[src/rtl/conv_ctrl_pkg.sv]
// Shared constants for the convolution accelerator control slave:
// register word indices, CTRL/STATUS bit positions, ID value and AXI responses.
package conv_ctrl_pkg;

  typedef enum logic [2:0] {
    REG_CTRL     = 3'd0,
    REG_STATUS   = 3'd1,
    REG_IMG_BASE = 3'd2,
    REG_OUT_BASE = 3'd3,
    REG_CYCLES   = 3'd4,
    REG_ID       = 3'd5
  } reg_idx_e;

  localparam logic [4:0] OFS_CTRL     = 5'h00;
  localparam logic [4:0] OFS_STATUS   = 5'h04;
  localparam logic [4:0] OFS_IMG_BASE = 5'h08;
  localparam logic [4:0] OFS_OUT_BASE = 5'h0C;
  localparam logic [4:0] OFS_CYCLES   = 5'h10;
  localparam logic [4:0] OFS_ID       = 5'h14;

  localparam int CTRL_START    = 0;
  localparam int CTRL_SOFT_RST = 1;
  localparam int CTRL_IRQ_EN   = 2;

  localparam int STAT_DONE = 0;
  localparam int STAT_BUSY = 1;
  localparam int STAT_ERR  = 2;

  localparam logic [31:0] CONV_ID = 32'h434E5632;

  localparam logic [1:0] RESP_OKAY   = 2'b00;
  localparam logic [1:0] RESP_SLVERR = 2'b10;

endpackage

[src/rtl/axi_conv_ctrl_if.sv]
// AXI4-Lite bus bundle for the convolution control slave; the master modport
// is the bus side (CPU/bench), the slave modport is this block.
interface axi_conv_ctrl_if #(
  parameter int ADDR_W = 5,
  parameter int DATA_W = 32
);
  logic [ADDR_W-1:0]   awaddr;
  logic [2:0]          awprot;
  logic                awvalid;
  logic                awready;
  logic [DATA_W-1:0]   wdata;
  logic [DATA_W/8-1:0] wstrb;
  logic                wvalid;
  logic                wready;
  logic [1:0]          bresp;
  logic                bvalid;
  logic                bready;
  logic [ADDR_W-1:0]   araddr;
  logic [2:0]          arprot;
  logic                arvalid;
  logic                arready;
  logic [DATA_W-1:0]   rdata;
  logic [1:0]          rresp;
  logic                rvalid;
  logic                rready;

  modport master (
    output awaddr, awprot, awvalid, input awready,
    output wdata, wstrb, wvalid, input wready,
    input bresp, bvalid, output bready,
    output araddr, arprot, arvalid, input arready,
    input rdata, rresp, rvalid, output rready
  );

  modport slave (
    input awaddr, awprot, awvalid, output awready,
    input wdata, wstrb, wvalid, output wready,
    output bresp, bvalid, input bready,
    input araddr, arprot, arvalid, output arready,
    output rdata, rresp, rvalid, input rready
  );
endinterface

[src/rtl/axi_lite_slave_if.sv]
// AXI4-Lite handshake engine: latches AW and W independently, issues one
// wr_en pulse once both are held, and serves reads with one cycle of latency.
module axi_lite_slave_if
  import conv_ctrl_pkg::*;
#(
  parameter int ADDR_W = 5,
  parameter int DATA_W = 32
) (
  input  logic                s_axi_aclk,
  input  logic                s_axi_aresetn,
  axi_conv_ctrl_if.slave      s_axi,
  output logic                wr_en,
  output logic [ADDR_W-1:0]   wr_addr,
  output logic [DATA_W-1:0]   wr_data,
  output logic [DATA_W/8-1:0] wr_strb,
  input  logic                wr_err,
  output logic                rd_en,
  output logic [ADDR_W-1:0]   rd_addr,
  input  logic [DATA_W-1:0]   rd_data,
  input  logic                rd_err
);

  logic                aw_held;
  logic                w_held;
  logic                aw_hs;
  logic                w_hs;
  logic [ADDR_W-1:0]   aw_addr_p0;
  logic [DATA_W-1:0]   w_data_p0;
  logic [DATA_W/8-1:0] w_strb_p0;
  logic                unused_prot;

  assign aw_hs   = s_axi.awvalid & s_axi.awready;
  assign w_hs    = s_axi.wvalid & s_axi.wready;
  assign wr_en   = aw_held & w_held;
  assign wr_addr = aw_addr_p0;
  assign wr_data = w_data_p0;
  assign wr_strb = w_strb_p0;
  assign rd_en   = s_axi.arvalid & s_axi.arready;
  assign rd_addr = s_axi.araddr;
  assign unused_prot = &{1'b0, s_axi.awprot, s_axi.arprot};

  always_ff @(posedge s_axi_aclk) begin
    if (!s_axi_aresetn) begin
      s_axi.awready <= 1'b0;
      s_axi.wready  <= 1'b0;
      s_axi.bvalid  <= 1'b0;
      s_axi.bresp   <= RESP_OKAY;
      s_axi.arready <= 1'b0;
      s_axi.rvalid  <= 1'b0;
      s_axi.rresp   <= RESP_OKAY;
      s_axi.rdata   <= '0;
      aw_held       <= 1'b0;
      w_held        <= 1'b0;
    end else begin
      // Ready pulses only while the channel is empty and no response is outstanding.
      s_axi.awready <= s_axi.awvalid & ~s_axi.awready & ~aw_held & ~s_axi.bvalid;
      s_axi.wready  <= s_axi.wvalid & ~s_axi.wready & ~w_held & ~s_axi.bvalid;
      if (aw_hs) aw_held <= 1'b1;
      if (w_hs)  w_held  <= 1'b1;

      if (wr_en) begin
        aw_held      <= 1'b0;
        w_held       <= 1'b0;
        s_axi.bvalid <= 1'b1;
        s_axi.bresp  <= wr_err ? RESP_SLVERR : RESP_OKAY;
      end else if (s_axi.bvalid && s_axi.bready) begin
        s_axi.bvalid <= 1'b0;
      end

      s_axi.arready <= s_axi.arvalid & ~s_axi.arready & ~s_axi.rvalid;
      if (rd_en) begin
        s_axi.rvalid <= 1'b1;
        s_axi.rdata  <= rd_data;
        s_axi.rresp  <= rd_err ? RESP_SLVERR : RESP_OKAY;
      end else if (s_axi.rvalid && s_axi.rready) begin
        s_axi.rvalid <= 1'b0;
      end
    end
  end

  always_ff @(posedge s_axi_aclk) begin
    if (aw_hs) aw_addr_p0 <= s_axi.awaddr;
    if (w_hs) begin
      w_data_p0 <= s_axi.wdata;
      w_strb_p0 <= s_axi.wstrb;
    end
  end

endmodule

[src/rtl/axi_conv_ctrl.sv]
// Control/status register block for the convolution accelerator.
// Optional CYCLES busy counter is built when CONV_CTRL_PERF_CNT_EN is defined.
module axi_conv_ctrl
  import conv_ctrl_pkg::*;
#(
  parameter int C_S_AXI_DATA_WIDTH = 32,
  parameter int C_S_AXI_ADDR_WIDTH = 5,
  parameter int IMG_ADDR_W         = 11,
  parameter int OUT_ADDR_W         = 13
) (
  input  logic                  s_axi_aclk,
  input  logic                  s_axi_aresetn,
  axi_conv_ctrl_if.slave        s_axi,
  output logic                  accel_start,
  output logic                  accel_soft_rst,
  output logic [IMG_ADDR_W-1:0] img_base,
  output logic [OUT_ADDR_W-1:0] out_base,
  input  logic                  accel_busy,
  input  logic                  accel_done,
  output logic                  irq
);

  localparam int DW = C_S_AXI_DATA_WIDTH;
  localparam int AW = C_S_AXI_ADDR_WIDTH;

  logic            wr_en;
  logic [AW-1:0]   wr_addr;
  logic [DW-1:0]   wr_data;
  logic [DW/8-1:0] wr_strb;
  logic            wr_err;
  logic            rd_en;
  logic [AW-1:0]   rd_addr;
  logic [DW-1:0]   rd_data;
  logic            rd_err;

  reg_idx_e wr_idx;
  reg_idx_e rd_idx;

  logic irq_en;
  logic sta_done;
  logic sta_err;
  logic [31:0] cycles;

  logic ctrl_wr;
  logic soft_req;
  logic start_req;
  logic launch;
  logic start_err;
  logic done_clr;
  logic err_clr;
  logic [IMG_ADDR_W-1:0] img_nxt;
  logic [OUT_ADDR_W-1:0] out_nxt;
  logic unused_ok;

  axi_lite_slave_if #(
    .ADDR_W (AW),
    .DATA_W (DW)
  ) u_slave (
    .s_axi_aclk    (s_axi_aclk),
    .s_axi_aresetn (s_axi_aresetn),
    .s_axi         (s_axi),
    .wr_en         (wr_en),
    .wr_addr       (wr_addr),
    .wr_data       (wr_data),
    .wr_strb       (wr_strb),
    .wr_err        (wr_err),
    .rd_en         (rd_en),
    .rd_addr       (rd_addr),
    .rd_data       (rd_data),
    .rd_err        (rd_err)
  );

  assign wr_idx    = reg_idx_e'(wr_addr[4:2]);
  assign rd_idx    = reg_idx_e'(rd_addr[4:2]);
  assign wr_err    = (wr_addr[4:3] == 2'b11);
  assign unused_ok = &{1'b0, rd_en, wr_addr, rd_addr, wr_data, wr_strb};

  // START while the core is busy, or while the previous pulse is still in flight, is an error.
  always_comb begin
    ctrl_wr   = wr_en && (wr_idx == REG_CTRL) && wr_strb[0];
    soft_req  = ctrl_wr && wr_data[CTRL_SOFT_RST];
    start_req = ctrl_wr && wr_data[CTRL_START] && !soft_req;
    launch    = start_req && !accel_busy && !accel_start;
    start_err = start_req && !launch;
    done_clr  = wr_en && (wr_idx == REG_STATUS) && wr_strb[0] && wr_data[STAT_DONE];
    err_clr   = wr_en && (wr_idx == REG_STATUS) && wr_strb[0] && wr_data[STAT_ERR];
  end

  always_comb begin
    img_nxt = img_base;
    out_nxt = out_base;
    for (int i = 0; i < IMG_ADDR_W; i++)
      if (wr_strb[i/8]) img_nxt[i] = wr_data[i];
    for (int i = 0; i < OUT_ADDR_W; i++)
      if (wr_strb[i/8]) out_nxt[i] = wr_data[i];
  end

  always_ff @(posedge s_axi_aclk) begin
    if (!s_axi_aresetn) begin
      accel_start    <= 1'b0;
      accel_soft_rst <= 1'b0;
      irq_en         <= 1'b0;
      sta_done       <= 1'b0;
      sta_err        <= 1'b0;
      img_base       <= '0;
      out_base       <= '0;
      irq            <= 1'b0;
    end else begin
      accel_start    <= launch;
      accel_soft_rst <= soft_req;
      if (ctrl_wr) irq_en <= wr_data[CTRL_IRQ_EN];

      // Hardware set beats software clear in the same cycle.
      if (soft_req)        sta_done <= 1'b0;
      else if (accel_done) sta_done <= 1'b1;
      else if (done_clr)   sta_done <= 1'b0;

      if (soft_req)       sta_err <= 1'b0;
      else if (start_err) sta_err <= 1'b1;
      else if (err_clr)   sta_err <= 1'b0;

      if (wr_en && wr_idx == REG_IMG_BASE) img_base <= img_nxt;
      if (wr_en && wr_idx == REG_OUT_BASE) out_base <= out_nxt;
      irq <= irq_en & sta_done;
    end
  end

`ifdef CONV_CTRL_PERF_CNT_EN
  always_ff @(posedge s_axi_aclk) begin
    if (!s_axi_aresetn)               cycles <= '0;
    else if (soft_req || launch)      cycles <= '0;
    else if (accel_busy && cycles != 32'hFFFF_FFFF) cycles <= cycles + 32'd1;
  end
`else
  assign cycles = '0;
`endif

  always_comb begin
    rd_data = '0;
    rd_err  = 1'b0;
    case (rd_idx)
      REG_CTRL:     rd_data[CTRL_IRQ_EN] = irq_en;
      REG_STATUS: begin
        rd_data[STAT_DONE] = sta_done;
        rd_data[STAT_BUSY] = accel_busy;
        rd_data[STAT_ERR]  = sta_err;
      end
      REG_IMG_BASE: rd_data[IMG_ADDR_W-1:0] = img_base;
      REG_OUT_BASE: rd_data[OUT_ADDR_W-1:0] = out_base;
      REG_CYCLES:   rd_data = cycles;
      REG_ID:       rd_data = CONV_ID;
      default:      rd_err  = 1'b1;
    endcase
  end

endmodule

[src/flat_wrapper.sv]
// flat-port wrapper written by rule: the top's interface ports become plain ports
module axi_conv_ctrl_flat import conv_ctrl_pkg::*;
#(
  parameter int C_S_AXI_DATA_WIDTH = 32,
  parameter int C_S_AXI_ADDR_WIDTH = 5,
  parameter int IMG_ADDR_W         = 11,
  parameter int OUT_ADDR_W         = 13
)
  (s_axi_aclk, s_axi_aresetn, accel_start, accel_soft_rst, img_base, out_base, accel_busy, accel_done, irq, s_axi_awaddr, s_axi_awprot, s_axi_awvalid, s_axi_awready, s_axi_wdata, s_axi_wstrb, s_axi_wvalid, s_axi_wready, s_axi_bresp, s_axi_bvalid, s_axi_bready, s_axi_araddr, s_axi_arprot, s_axi_arvalid, s_axi_arready, s_axi_rdata, s_axi_rresp, s_axi_rvalid, s_axi_rready);
  axi_conv_ctrl_if s_axi_i ();
  input  logic s_axi_aclk;
  input  logic s_axi_aresetn;
  output logic accel_start;
  output logic accel_soft_rst;
  output logic [IMG_ADDR_W-1:0] img_base;
  output logic [OUT_ADDR_W-1:0] out_base;
  input  logic accel_busy;
  input  logic accel_done;
  output logic irq;
  input wire logic [$bits(s_axi_i.awaddr)-1:0] s_axi_awaddr;
  input wire logic [$bits(s_axi_i.awprot)-1:0] s_axi_awprot;
  input wire logic [$bits(s_axi_i.awvalid)-1:0] s_axi_awvalid;
  output wire logic [$bits(s_axi_i.awready)-1:0] s_axi_awready;
  input wire logic [$bits(s_axi_i.wdata)-1:0] s_axi_wdata;
  input wire logic [$bits(s_axi_i.wstrb)-1:0] s_axi_wstrb;
  input wire logic [$bits(s_axi_i.wvalid)-1:0] s_axi_wvalid;
  output wire logic [$bits(s_axi_i.wready)-1:0] s_axi_wready;
  output wire logic [$bits(s_axi_i.bresp)-1:0] s_axi_bresp;
  output wire logic [$bits(s_axi_i.bvalid)-1:0] s_axi_bvalid;
  input wire logic [$bits(s_axi_i.bready)-1:0] s_axi_bready;
  input wire logic [$bits(s_axi_i.araddr)-1:0] s_axi_araddr;
  input wire logic [$bits(s_axi_i.arprot)-1:0] s_axi_arprot;
  input wire logic [$bits(s_axi_i.arvalid)-1:0] s_axi_arvalid;
  output wire logic [$bits(s_axi_i.arready)-1:0] s_axi_arready;
  output wire logic [$bits(s_axi_i.rdata)-1:0] s_axi_rdata;
  output wire logic [$bits(s_axi_i.rresp)-1:0] s_axi_rresp;
  output wire logic [$bits(s_axi_i.rvalid)-1:0] s_axi_rvalid;
  input wire logic [$bits(s_axi_i.rready)-1:0] s_axi_rready;
  assign s_axi_i.awaddr = s_axi_awaddr;
  assign s_axi_i.awprot = s_axi_awprot;
  assign s_axi_i.awvalid = s_axi_awvalid;
  assign s_axi_awready = s_axi_i.awready;
  assign s_axi_i.wdata = s_axi_wdata;
  assign s_axi_i.wstrb = s_axi_wstrb;
  assign s_axi_i.wvalid = s_axi_wvalid;
  assign s_axi_wready = s_axi_i.wready;
  assign s_axi_bresp = s_axi_i.bresp;
  assign s_axi_bvalid = s_axi_i.bvalid;
  assign s_axi_i.bready = s_axi_bready;
  assign s_axi_i.araddr = s_axi_araddr;
  assign s_axi_i.arprot = s_axi_arprot;
  assign s_axi_i.arvalid = s_axi_arvalid;
  assign s_axi_arready = s_axi_i.arready;
  assign s_axi_rdata = s_axi_i.rdata;
  assign s_axi_rresp = s_axi_i.rresp;
  assign s_axi_rvalid = s_axi_i.rvalid;
  assign s_axi_i.rready = s_axi_rready;
  axi_conv_ctrl #(.C_S_AXI_DATA_WIDTH(C_S_AXI_DATA_WIDTH), .C_S_AXI_ADDR_WIDTH(C_S_AXI_ADDR_WIDTH), .IMG_ADDR_W(IMG_ADDR_W), .OUT_ADDR_W(OUT_ADDR_W)) u_core (.s_axi_aclk(s_axi_aclk), .s_axi_aresetn(s_axi_aresetn), .s_axi(s_axi_i), .accel_start(accel_start), .accel_soft_rst(accel_soft_rst), .img_base(img_base), .out_base(out_base), .accel_busy(accel_busy), .accel_done(accel_done), .irq(irq));
endmodule
[config.mk]
export PLATFORM = sky130hd
export DESIGN_NAME = axi_conv_ctrl_flat
export DESIGN_NICKNAME = d
export VERILOG_FILES = /design/src/rtl/conv_ctrl_pkg.sv /design/src/rtl/axi_conv_ctrl_if.sv /design/src/rtl/axi_lite_slave_if.sv /design/src/rtl/axi_conv_ctrl.sv /design/src/flat_wrapper.sv
export SDC_FILE = /design/constraint.sdc
export NUM_CORES = 1
export LEC_CHECK = 0
export ABC_AREA = 1
export BUFFER_PORTS_ARGS = -buffer_cell sky130_fd_sc_hd__buf_2
export CAP_MARGIN = 20
export CORE_MARGIN = 5
export CORE_UTILIZATION = 46
export CTS_BUF_LIST = sky130_fd_sc_hd__clkbuf_4
export CTS_CLUSTER_DIAMETER = 30
export DETAILED_ROUTE_END_ITERATION = 8
export GPL_TIMING_DRIVEN = 0
export PLACE_DENSITY = 0.77
export SLEW_MARGIN = 20
export SYNTH_ARGS = -nofsm -noshare
export SYNTH_HDL_FRONTEND = slang
export SYNTH_HIERARCHICAL = 1
export SYNTH_SLANG_ARGS = --single-unit
export TNS_END_PERCENT = 20
[constraint.sdc]
create_clock -name s_axi_aclk -period 1.8 [get_ports s_axi_aclk]
set_input_delay 0.36 -clock s_axi_aclk [delete_from_list [all_inputs] [get_ports s_axi_aclk]]
set_output_delay 0.36 -clock s_axi_aclk [all_outputs]
set_load 0.02 [all_outputs]
* After elaboration in Yosys (flattened, before gate mapping) *
Cells that the tools add are included.

storage, ports and cells
  output and inout port bits = 68
  register bits = 93
  input port bits = 61
  word-level logic and storage cells = 101

cells by class
  reduce and logical (&&, ||, !) cells = 33
  muxes and demuxes = 15
  bitwise logic cells = 21
  eq/ne operators = 9

operator list
  cell                  number
  $pmux W8 S3           1
  $mux W18              1
  $logic_and A1 B1 Y1   16
  $and A1 B1 Y1         13
  $eq A3 B2 Y1 const B  4
  $mux W1               8
  $not A1 Y1            8
  $pmux W2 S4           1
  $reduce_and A2 Y1     4
  $reduce_bool A2 Y1    4
  $eq A3 B1 Y1 const B  2
  $eq A3 B3 Y1 const B  2
  $logic_not A3 Y1      2
  $reduce_or A6 Y1      1
  $logic_not A1 Y1      4
  $mux W2               2
  $pmux W1 S4           1
  $pmux W2 S2           1
  $reduce_or A2 Y1      2
  $eq A2 B2 Y1 const B  1

* Depth between registers and ports, before layout *
Gate-level depths: netlist (run 1).

  depth in word-level cells = 11
  mapped depth = 9
  mapped depth without buffers = 8

* Modules after synthesis *
The synthesis (run 1) kept the hierarchy.

modules (own cells, without submodules)
  module             seq. area each (µm²)  times used  area an instance (µm²)  cells an instance
  axi_lite_slave_if  2052.0                1           2945.3                  300
  axi_conv_ctrl      600.6                 1           1656.6                  278

* Worst setup path after synthesis (run 1) *
No wires, ideal clock.

  kind = reg2reg
  from = register u_core.u_slave.s_axi.wready
  to = register u_core.u_slave.w_data_p0[0], in the netlist u_core/u_slave/wr_data[0] (enable)
  required time = 1.409 ns
  data arrival time = 1.261 ns
  library setup time = 0.391 ns
  stages on the path, launching flop included = 3
  setup slack = 0.149 ns
  cells stage by stage = dfxtp_1 > nand2_1 > inv_1

on the way
  cells in the longest elaborated chain, start to end = 1

RTL lines
  item                     RTL line                 source
  from (decl)              axi_conv_ctrl_if.sv:37   input wdata, wstrb, wvalid, output wready,
  from (signal assigned)   axi_lite_slave_if.sv:57  s_axi.wready <= s_axi.wvalid & ~s_axi.wready & ~w_held & ~s_axi.bvalid;
  $and A1 B1 Y1            axi_lite_slave_if.sv:33  assign w_hs = s_axi.wvalid & s_axi.wready;
  net u_core.u_slave.w_hs  axi_lite_slave_if.sv:26  logic w_hs;
  to (signal assigned)     axi_lite_slave_if.sv:84  w_data_p0 <= s_axi.wdata;
  to (decl)                axi_lite_slave_if.sv:28  logic [DATA_W-1:0] w_data_p0;

The timed path passes the listed nets, and every way through them passes these cells.
A chain may end at the register's enable or synchronous reset.

* Worst setup path in the final report (run 1) *
  from = input s_axi_araddr[3]
  to = register u_core.u_slave.s_axi.rdata[12]

on the way
  cells in the longest elaborated chain, start to end = 2
  elaborated cells on any way between the ends = 3
  classes of those cells = 2 x eq/ne; 1 x mux

RTL lines
  item                                          RTL line                 source
  from (decl)                                   flat_wrapper.sv:31       input wire logic [$bits(s_axi_i.araddr)-1:0] s_axi_araddr;
  $eq A3 B3 Y1 or $eq A3 B2 Y1 (tied branches)  axi_conv_ctrl.sv:141     case (rd_idx)
  $pmux W2 S2 (*)                               axi_conv_ctrl.sv:141
  net u_core.rd_data[12]                        axi_conv_ctrl.sv:33      logic [DW-1:0] rd_data;
  to (signal assigned)                          axi_lite_slave_if.sv:73  s_axi.rdata <= rd_data;
  to (decl)                                     axi_conv_ctrl_if.sv:40   output rdata, rresp, rvalid, input rready

Mark *: on every way through the listed nets, which the timed path passes. The rest lies on a longest branch.

==> results.toml, run 1 <==
[outcome]
status = "finished, final reports clean"

[clocking]
cts_setup_buffers = 0
postCtsResizedCells = 0
clk_path_buf_depth = 2
cts_tree = "built"
path_clk_slew_ns = 0.14
root_buffer = "clkbuf_4"
cts_hold_buf = 0
cts.sink_count = 89
clock_latency_ns = 0.42
ctsHtreeMaxLevel = 3
cts_buffers = 9

[detailed_routing]
avgViaCountPerCell = 4.39
postRouteAntennaNets = 0
wire_per_inst_um = 11.5
wirelength_um = 8920
drc_errors = 0
drt_first_iter_violations = 108
vias = 3399
first_pass_iters = 6

[power_and_ir_drop]
powerDensity_mw_per_mm2 = 739
cellLeakagePower_uw = 0.00256
ir_worst_vdd_mv = 0.485

[finish]
drive_gt1_frac = 0.199
n_antenna_cell = 0
layout_common_cells = "nand2_1 (147), inv_1 (119), nor2_1 (104)"
layout_commonest_cell = "nand2_1"
area_growth_syn_to_layout_pct = 18.9
fin_area_sq_mm = 0.00463
finalNetCount = 726

[global_route]
grt_first_pass_wirelength_um = 14600
gr-total-overflow = 0
grt_max_degree = 16
grt_pass1_vias = 3211
antenna_found_initial = 0
grt_usage = 0.178

[sta]
final.setup_skew_ns = 0.0145
tns_ns = 0
slew_violations = 0
setup_viol = 0
hold_ws_ns = 0.103
fin_crit_sh = 0.864
grt_setup_unrepaired = "false"
relSlewSlack = 0.322
tightestPinTransition_ns = 1.01
finalCriticalPeriod_ns = 1.55
max_freq_mhz = 643
finalHoldViolations = 0

[setup_path]
crit_slowest_cell = "nor2_1"
cp-start-kind = "input pin"
path_class = "input pin to register"
cp_common_cell = "nor2_1"
cp_top_family = "simple AND/OR/NAND/NOR gates"
path_buf_inv = 3
cp.required_ns = 2.17
arrival_ns = 1.92
worst_setup_path_end_kind = "register"
cp_max_fo = 13
path_cells = "buf_4 -> inv_1 -> nand2_1 -> nor2_1 -> inv_1 -> o21ai_0 -> nor2_1 -> nor2_1"
cpPeakStageDelay_ns = 0.76

[floorplanning]
num_rows = 33
die_area_sq_mm = 0.0104
dieHeight_um = 102
initial_core_util = 0.474
ioPinCount = 129
core_area_sq_mm = 0.00822
die_w_um = 102

[synthesis]
synthCells = 552
ys_warn_count = 6
syn_area_sq_mm = 0.00389
postSynthAreaPerCell_sq_um = 7.05

[place]
dpl_cell_area_sq_mm = 0.00452
dpl.hpwl_um = 6940
port-buffer-count = 91
gp_congestion = 0.868

[hold_path]
hold_path.class = "input pin to register"

[run]
maxCapViolCount = 0
-- sequential cells by signal, indices dropped and copies added (netlist names), 2 cells and up --
name                        cells
u_core/u_slave/wr_strb          2
u_core/out_base                13
u_core/u_slave/wr_data         13
u_core/u_slave/wr_addr          3
u_core/img_base                11
u_core/u_slave/s_axi.rdata     32
-- through the flow --
step | instances | utilization | total power (uW) | worst slack, ns
2_1_floorplan | 563 | - | 2400 | 0.385
3_3_place_gp | 759 | 0.550 | 2510 | -0.143
3_5_place_dp | 759 | 0.550 | 2530 | -0.158
4_1_cts | 775 | 0.563 | 3450 | 0.293
5_1_grt | 775 | 0.563 | 3590 | 0.162
6_report | 775 | 0.563 | 3420 | 0.246
-- layer usage --
metal,global-route usage,wire [um],vias to the layer above
li1,-,-,1829
met1,0.219,3830,1479
met2,0.305,4320,83
met3,0.0410,641,8
met4,0.0626,125,0
met5,0,0,-
-- area by class of cell --
| class | count | area [sq um] |
|---|---|---|
| tap | 105 | 131 |
| fill | 795 | 3590 |
| sequential | 89 | 1960 |
| multi-input combinational | 330 | 1360 |
| clock buffer | 10 | 75.1 |
| clock inverter | 6 | 33.8 |
| timing repair buffer | 91 | 455 |
| inverter | 119 | 447 |
| buffer | 25 | 161 |
-- power by group --
| group | leakage (uW) | switching, uW | internal (uW) | total [uW] |
|---|---|---|---|---|
| clock | 0.0000578 | 652 | 290 | 942 |
| combinational | 0.00176 | 233 | 123 | 356 |
| sequential | 0.000741 | 30.9 | 2090 | 2120 |
-- final timing paths --
kind	startpoint	endpoint	slack, ns	cells after the start
min reg2reg	u_core/u_slave/s_axi.wready$_SDFF_PN0_	u_core/u_slave/s_axi.wready$_SDFF_PN0_	0.46	1
max reg2reg	u_core/u_slave/aw_held$_SDFFE_PP0P_	u_core/out_base[2]$_SDFFE_PN0P_	0.34	8
max	s_axi_araddr[3]	u_core/u_slave/s_axi.rdata[12]$_SDFFE_PN0P_	0.25	8
min	s_axi_wdata[2]	u_core/u_slave/wr_data[2]$_DFFE_PP_	0.10	1
No activity file was read; power rests on OpenSTA's default activity.
==> inputs of run 2 (changes only) <==
ABC_AREA = not set   (was 1)
==> run 2 against run 1 <==
  * Die area decreased by 0.27%
  * Routed wire length up 6.9%
  * Sequential cell count is the same
  * Critical endpoint is now u_core/img_base[1]$_SDFFE_PN0P_
==> results.toml, run 2 <==
[finish]
layout_common_cells = "buf_2 (103), dfxtp_1 (71), nand4_1 (41)"
n_antenna_cell = 0
utilization = 0.566
finalNetCount = 563
layout_commonest_cell = "buf_2"
largest_register_ffs = 32
fillers = 735
drive_gt1_frac = 0.339
area_growth_syn_to_layout_pct = 19.9
max_flop_register = "u_core/u_slave/s_axi.rdata"

[setup_path]
arrival_ns = 1.94
path_cells = "and2_1 -> buf_4 -> nand3b_2 -> o21ai_0 -> a21boi_0"
worst_setup_path_end_kind = "register"
crit_slowest_cell = "dfxtp_1"
cp-start-kind = "register"
cpPeakStageDelay_ns = 0.42
path_class = "register to register"
cp.required_ns = 2.11
cp_max_fo = 10

[floorplanning]
dieHeight_um = 102
die_area_sq_mm = 0.0104
num_rows = 33
core_area_sq_mm = 0.00822
die_w_um = 102
initial_core_util = 0.472
ioPinCount = 129

[sta]
fin_crit_sh = 0.902
hold_ws_ns = 0.0793
relSlewSlack = 0.601
final.setup_skew_ns = 0.0204
finalCriticalPeriod_ns = 1.62
finalHoldViolations = 0
setup_viol = 0
tns_ns = 0
slew_violations = 0
grt_setup_unrepaired = "false"
max_freq_mhz = 616
tightestPinTransition_ns = 0.598
final.setup.worst_slack_ns = 0.177

[synthesis]
synthCells = 389
ys_warn_count = 6
postSynthAreaPerCell_sq_um = 9.98
syn_area_sq_mm = 0.00388

[global_route]
grt_pass1_vias = 3060
grt_usage = 0.187
gr-total-overflow = 0
grt_max_degree = 17
antenna_found_initial = 0
grt_first_pass_wirelength_um = 15000

[detailed_routing]
wirelength_um = 9530
first_pass_iters = 5
wire_per_inst_um = 15.6
vias = 3295
drc_errors = 0
avgViaCountPerCell = 5.38
postRouteAntennaNets = 0
drt_first_iter_violations = 196

[run]
maxCapViolCount = 0

[clocking]
clock_latency_ns = 0.44
postCtsResizedCells = 0
root_buffer = "clkbuf_4"
cts_setup_buffers = 0
cts_tree = "built"
cts.sink_count = 89
ctsHtreeMaxLevel = 3
cts_buffers = 9
cts_hold_buf = 0
path_clk_slew_ns = 0.15
clk_path_buf_depth = 2

[power_and_ir_drop]
ir_worst_vdd_mv = 0.607
total_power_uw = 3500
cellLeakagePower_uw = 0.00194
powerDensity_mw_per_mm2 = 752

[place]
gp_congestion = 0.873
dpl.hpwl_um = 7260
port-buffer-count = 91
place_ws_ns = 0.209

[outcome]
status = "finished, final reports clean"

[hold_path]
hold_path.class = "input pin to register"
==> run 2: critical path: cells and delay by family (launching register included) <==
kind	cells	cell delay (ns)
AO/OA/AOI/OAI	2	0.34
buffers and inverters	1	0.23
flip-flops	1	0.42
AND/OR/NAND/NOR	2	0.53
==> run 2: final cells by class <==
class	count	area (sq um)	area share
Timing Repair Buffer	91	455	0.0979
Tap cell	105	131	0.0282
Inverter	5	18.8	0.00403
Clock buffer	10	75.1	0.0161
Clock inverter	6	68.8	0.0148
Sequential cell	89	1960	0.422
Multi-Input combinational cell	268	1670	0.359
Buffer	38	272	0.0583
==> run 2: metal layers <==
| layer | part of all wire | track usage |
|---|---|---|
| met2 | 0.48 | 0.309 |
| met3 | 0.075 | 0.0375 |
| met1 | 0.42 | 0.241 |
| met5 | 0 | 0 |
| met4 | 0.022 | 0.0777 |
==> run 2: path summary, 6_finish.rpt <==
check	start	end	slack, ns	cells past startpoint
worst max register to register	u_core/u_slave/aw_held$_SDFFE_PP0P_	u_core/img_base[1]$_SDFFE_PN0P_	0.18	5
worst min register to register	u_core/u_slave/s_axi.rdata[21]$_SDFFE_PN0P_	u_core/u_slave/s_axi.rdata[21]$_SDFFE_PN0P_	0.46	2
worst max-delay path	u_core/u_slave/aw_held$_SDFFE_PP0P_	u_core/img_base[1]$_SDFFE_PN0P_	0.18	5
worst min-delay path	s_axi_wstrb[0]	u_core/u_slave/wr_strb[0]$_DFFE_PP_	0.08	1
==> run 2: stage by stage <==
stage                     std cells  cell area, sq um
after floorplan                 400              3920
after global placement          596              4510
after detailed placement        596              4510
after CTS                       612              4650
after global routing            612              4650
final                           612              4650
==> run 2: power by group <==
part	internal (uW)	total, uW	switching [uW]
Sequential	2070	2090	24.3
Clock	447	1120	675
Combinational	110	286	177
Total	2630	3500	876
==> inputs of run 3 (changes only) <==
CORE_ASPECT_RATIO = 0.9   (was not set)
==> run 3 against run 2 <==
  * Clock power rose by 24%
  * First-iteration DRC count shrank 28%
  * Die area is essentially flat
  * Critical path depth is the same
  * Via count down 3.9%
  * Non-clock buffer count is the same
  * Total power is 7.7% higher
  * Sequential share of layout area decreased by 0.33 points
  * Routed wire length fell by 4.5%
  * Sequential power hardly changed
  * Setup slack improved by 0.076 ns
==> results.toml, run 3 (same netlist as run 2, synthesis figures left out) <==
[outcome]
status = "finished, final reports clean"

[floorplanning]
core_area_sq_mm = 0.00815
dieHeight_um = 97.1
initial_core_util = 0.476
die_area_sq_mm = 0.0104
die_w_um = 107
num_rows = 31
ioPinCount = 129

[finish]
layout_common_cells = "buf_2 (103), dfxtp_1 (71), nand4_1 (41)"
drive_gt1_frac = 0.341
fillers = 750
finalNetCount = 563
max_flop_register = "u_core/u_slave/s_axi.rdata"
n_antenna_cell = 0
area_growth_syn_to_layout_pct = 20.8
layout_commonest_cell = "buf_2"
largest_register_ffs = 32

[clocking]
path_clk_slew_ns = 0.13
cts_tree = "built"
postCtsResizedCells = 0
ctsHtreeMaxLevel = 3
cts_buffers = 9
cts_hold_buf = 0
clk_path_buf_depth = 2
cts.sink_count = 89
root_buffer = "clkbuf_4"
cts_setup_buffers = 0
clock_latency_ns = 0.42

[global_route]
grtUsageMet1 = 0.233
grtUsageMet2 = 0.300
grt_usage = 0.182
grtUsageMet3 = 0.0558
grt_first_pass_wirelength_um = 15300
grt_max_degree = 16
grt_pass1_vias = 3107
antenna_found_initial = 0
gr-total-overflow = 0
grt_busiest_layer = "met2"

[detailed_routing]
avgViaCountPerCell = 5.23
wirelength_um = 9100
wire_per_inst_um = 15.0
postRouteAntennaNets = 0
drt_first_iter_violations = 141
drc_errors = 0
first_pass_iters = 6
vias = 3167

[power_and_ir_drop]
ir_worst_vdd_mv = 0.411
powerDensity_mw_per_mm2 = 804
cellLeakagePower_uw = 0.00197

[sta]
max_freq_mhz = 646
tightestPinTransition_ns = 0.610
finalCriticalPeriod_ns = 1.55
tns_ns = 0
finalHoldViolations = 0
hold_ws_ns = 0.110
relSlewSlack = 0.594
grt_setup_unrepaired = "false"
fin_crit_sh = 0.859
final.setup_skew_ns = 0.0209
setup_viol = 0
slew_violations = 0

[setup_path]
cpPeakStageDelay_ns = 0.43
path_class = "register to register"
arrival_ns = 1.85
cp.required_ns = 2.11
path_buf_inv = 1
crit_slowest_cell = "dfxtp_1"
path_cells = "and2_2 -> buf_4 -> nand3b_2 -> o31ai_2 -> a21oi_1"
cp-start-kind = "register"
cp_max_fo = 10
worst_setup_path_end_kind = "register"
cp_top_family = "simple AND/OR/NAND/NOR gates"

[place]
dpl.hpwl_um = 7080
gp_congestion = 0.872
port-buffer-count = 91

[hold_path]
hold_path.class = "input pin to register"

[run]
maxCapViolCount = 0
## run 3: cell types whose count changed in the layout (fill, tap and decap cells not counted)
cell        delta
and2_1         -1
and2_2         +1
bufinv_16      +2
clkbuf_4       +1
clkinv_4       -2
clkinvlp_4     -1
## run 3: routing by layer
layer	routed length, um	part of all wire
met1	3900	0.43
met5	0	0
met3	743	0.082
met4	94	0.010
met2	4370	0.48
## run 3: report_power, final
| part | switching [uW] | internal (uW) | leakage [uW] |
|---|---|---|---|
| clock network | 654 | 739 | 0.000101 |
| logic | 175 | 110 | 0.00113 |
| registers | 23.7 | 2070 | 0.000738 |
## run 3: worst paths after layout
check / from / slack [ns] / cells after the start / end
setup / recovery: u_core/u_slave/aw_held$_SDFFE_PP0P_ / 0.25 / 5 / u_core/sta_done$_SDFFE_PP0P_
hold / removal: s_axi_wstrb[0] / 0.11 / 1 / u_core/u_slave/wr_strb[0]$_DFFE_PP_
setup reg to reg: u_core/u_slave/aw_held$_SDFFE_PP0P_ / 0.25 / 5 / u_core/sta_done$_SDFFE_PP0P_
hold reg to reg: u_core/u_slave/s_axi.bresp[1]$_SDFFE_PN0P_ / 0.46 / 2 / u_core/u_slave/s_axi.bresp[1]$_SDFFE_PN0P_
## run 3: layout make-up
cell class / instances / area, sq um / share of cell area
Timing Repair Buffer: 91 / 455 / 0.0971
Clock buffer: 11 / 82.6 / 0.0176
Clock inverter: 5 / 104 / 0.0221
Sequential cell: 89 / 1960 / 0.418
Buffer: 38 / 272 / 0.0579
Multi-Input combinational cell: 268 / 1670 / 0.356
Tap cell: 99 / 124 / 0.0264
Inverter: 5 / 18.8 / 0.00400
## run 3: through the flow
stage	utilization	setup WS (ns)	cell area [sq um]	power, uW	cells
after floorplan	-	0.422	3920	2330	400
after global placement	0.553	0.260	4500	2410	590
after detailed placement	0.553	0.178	4500	2420	590
after CTS	0.576	0.158	4690	3810	606
after global routing	0.576	0.0564	4690	3920	606
final	0.576	0.253	4690	3770	606
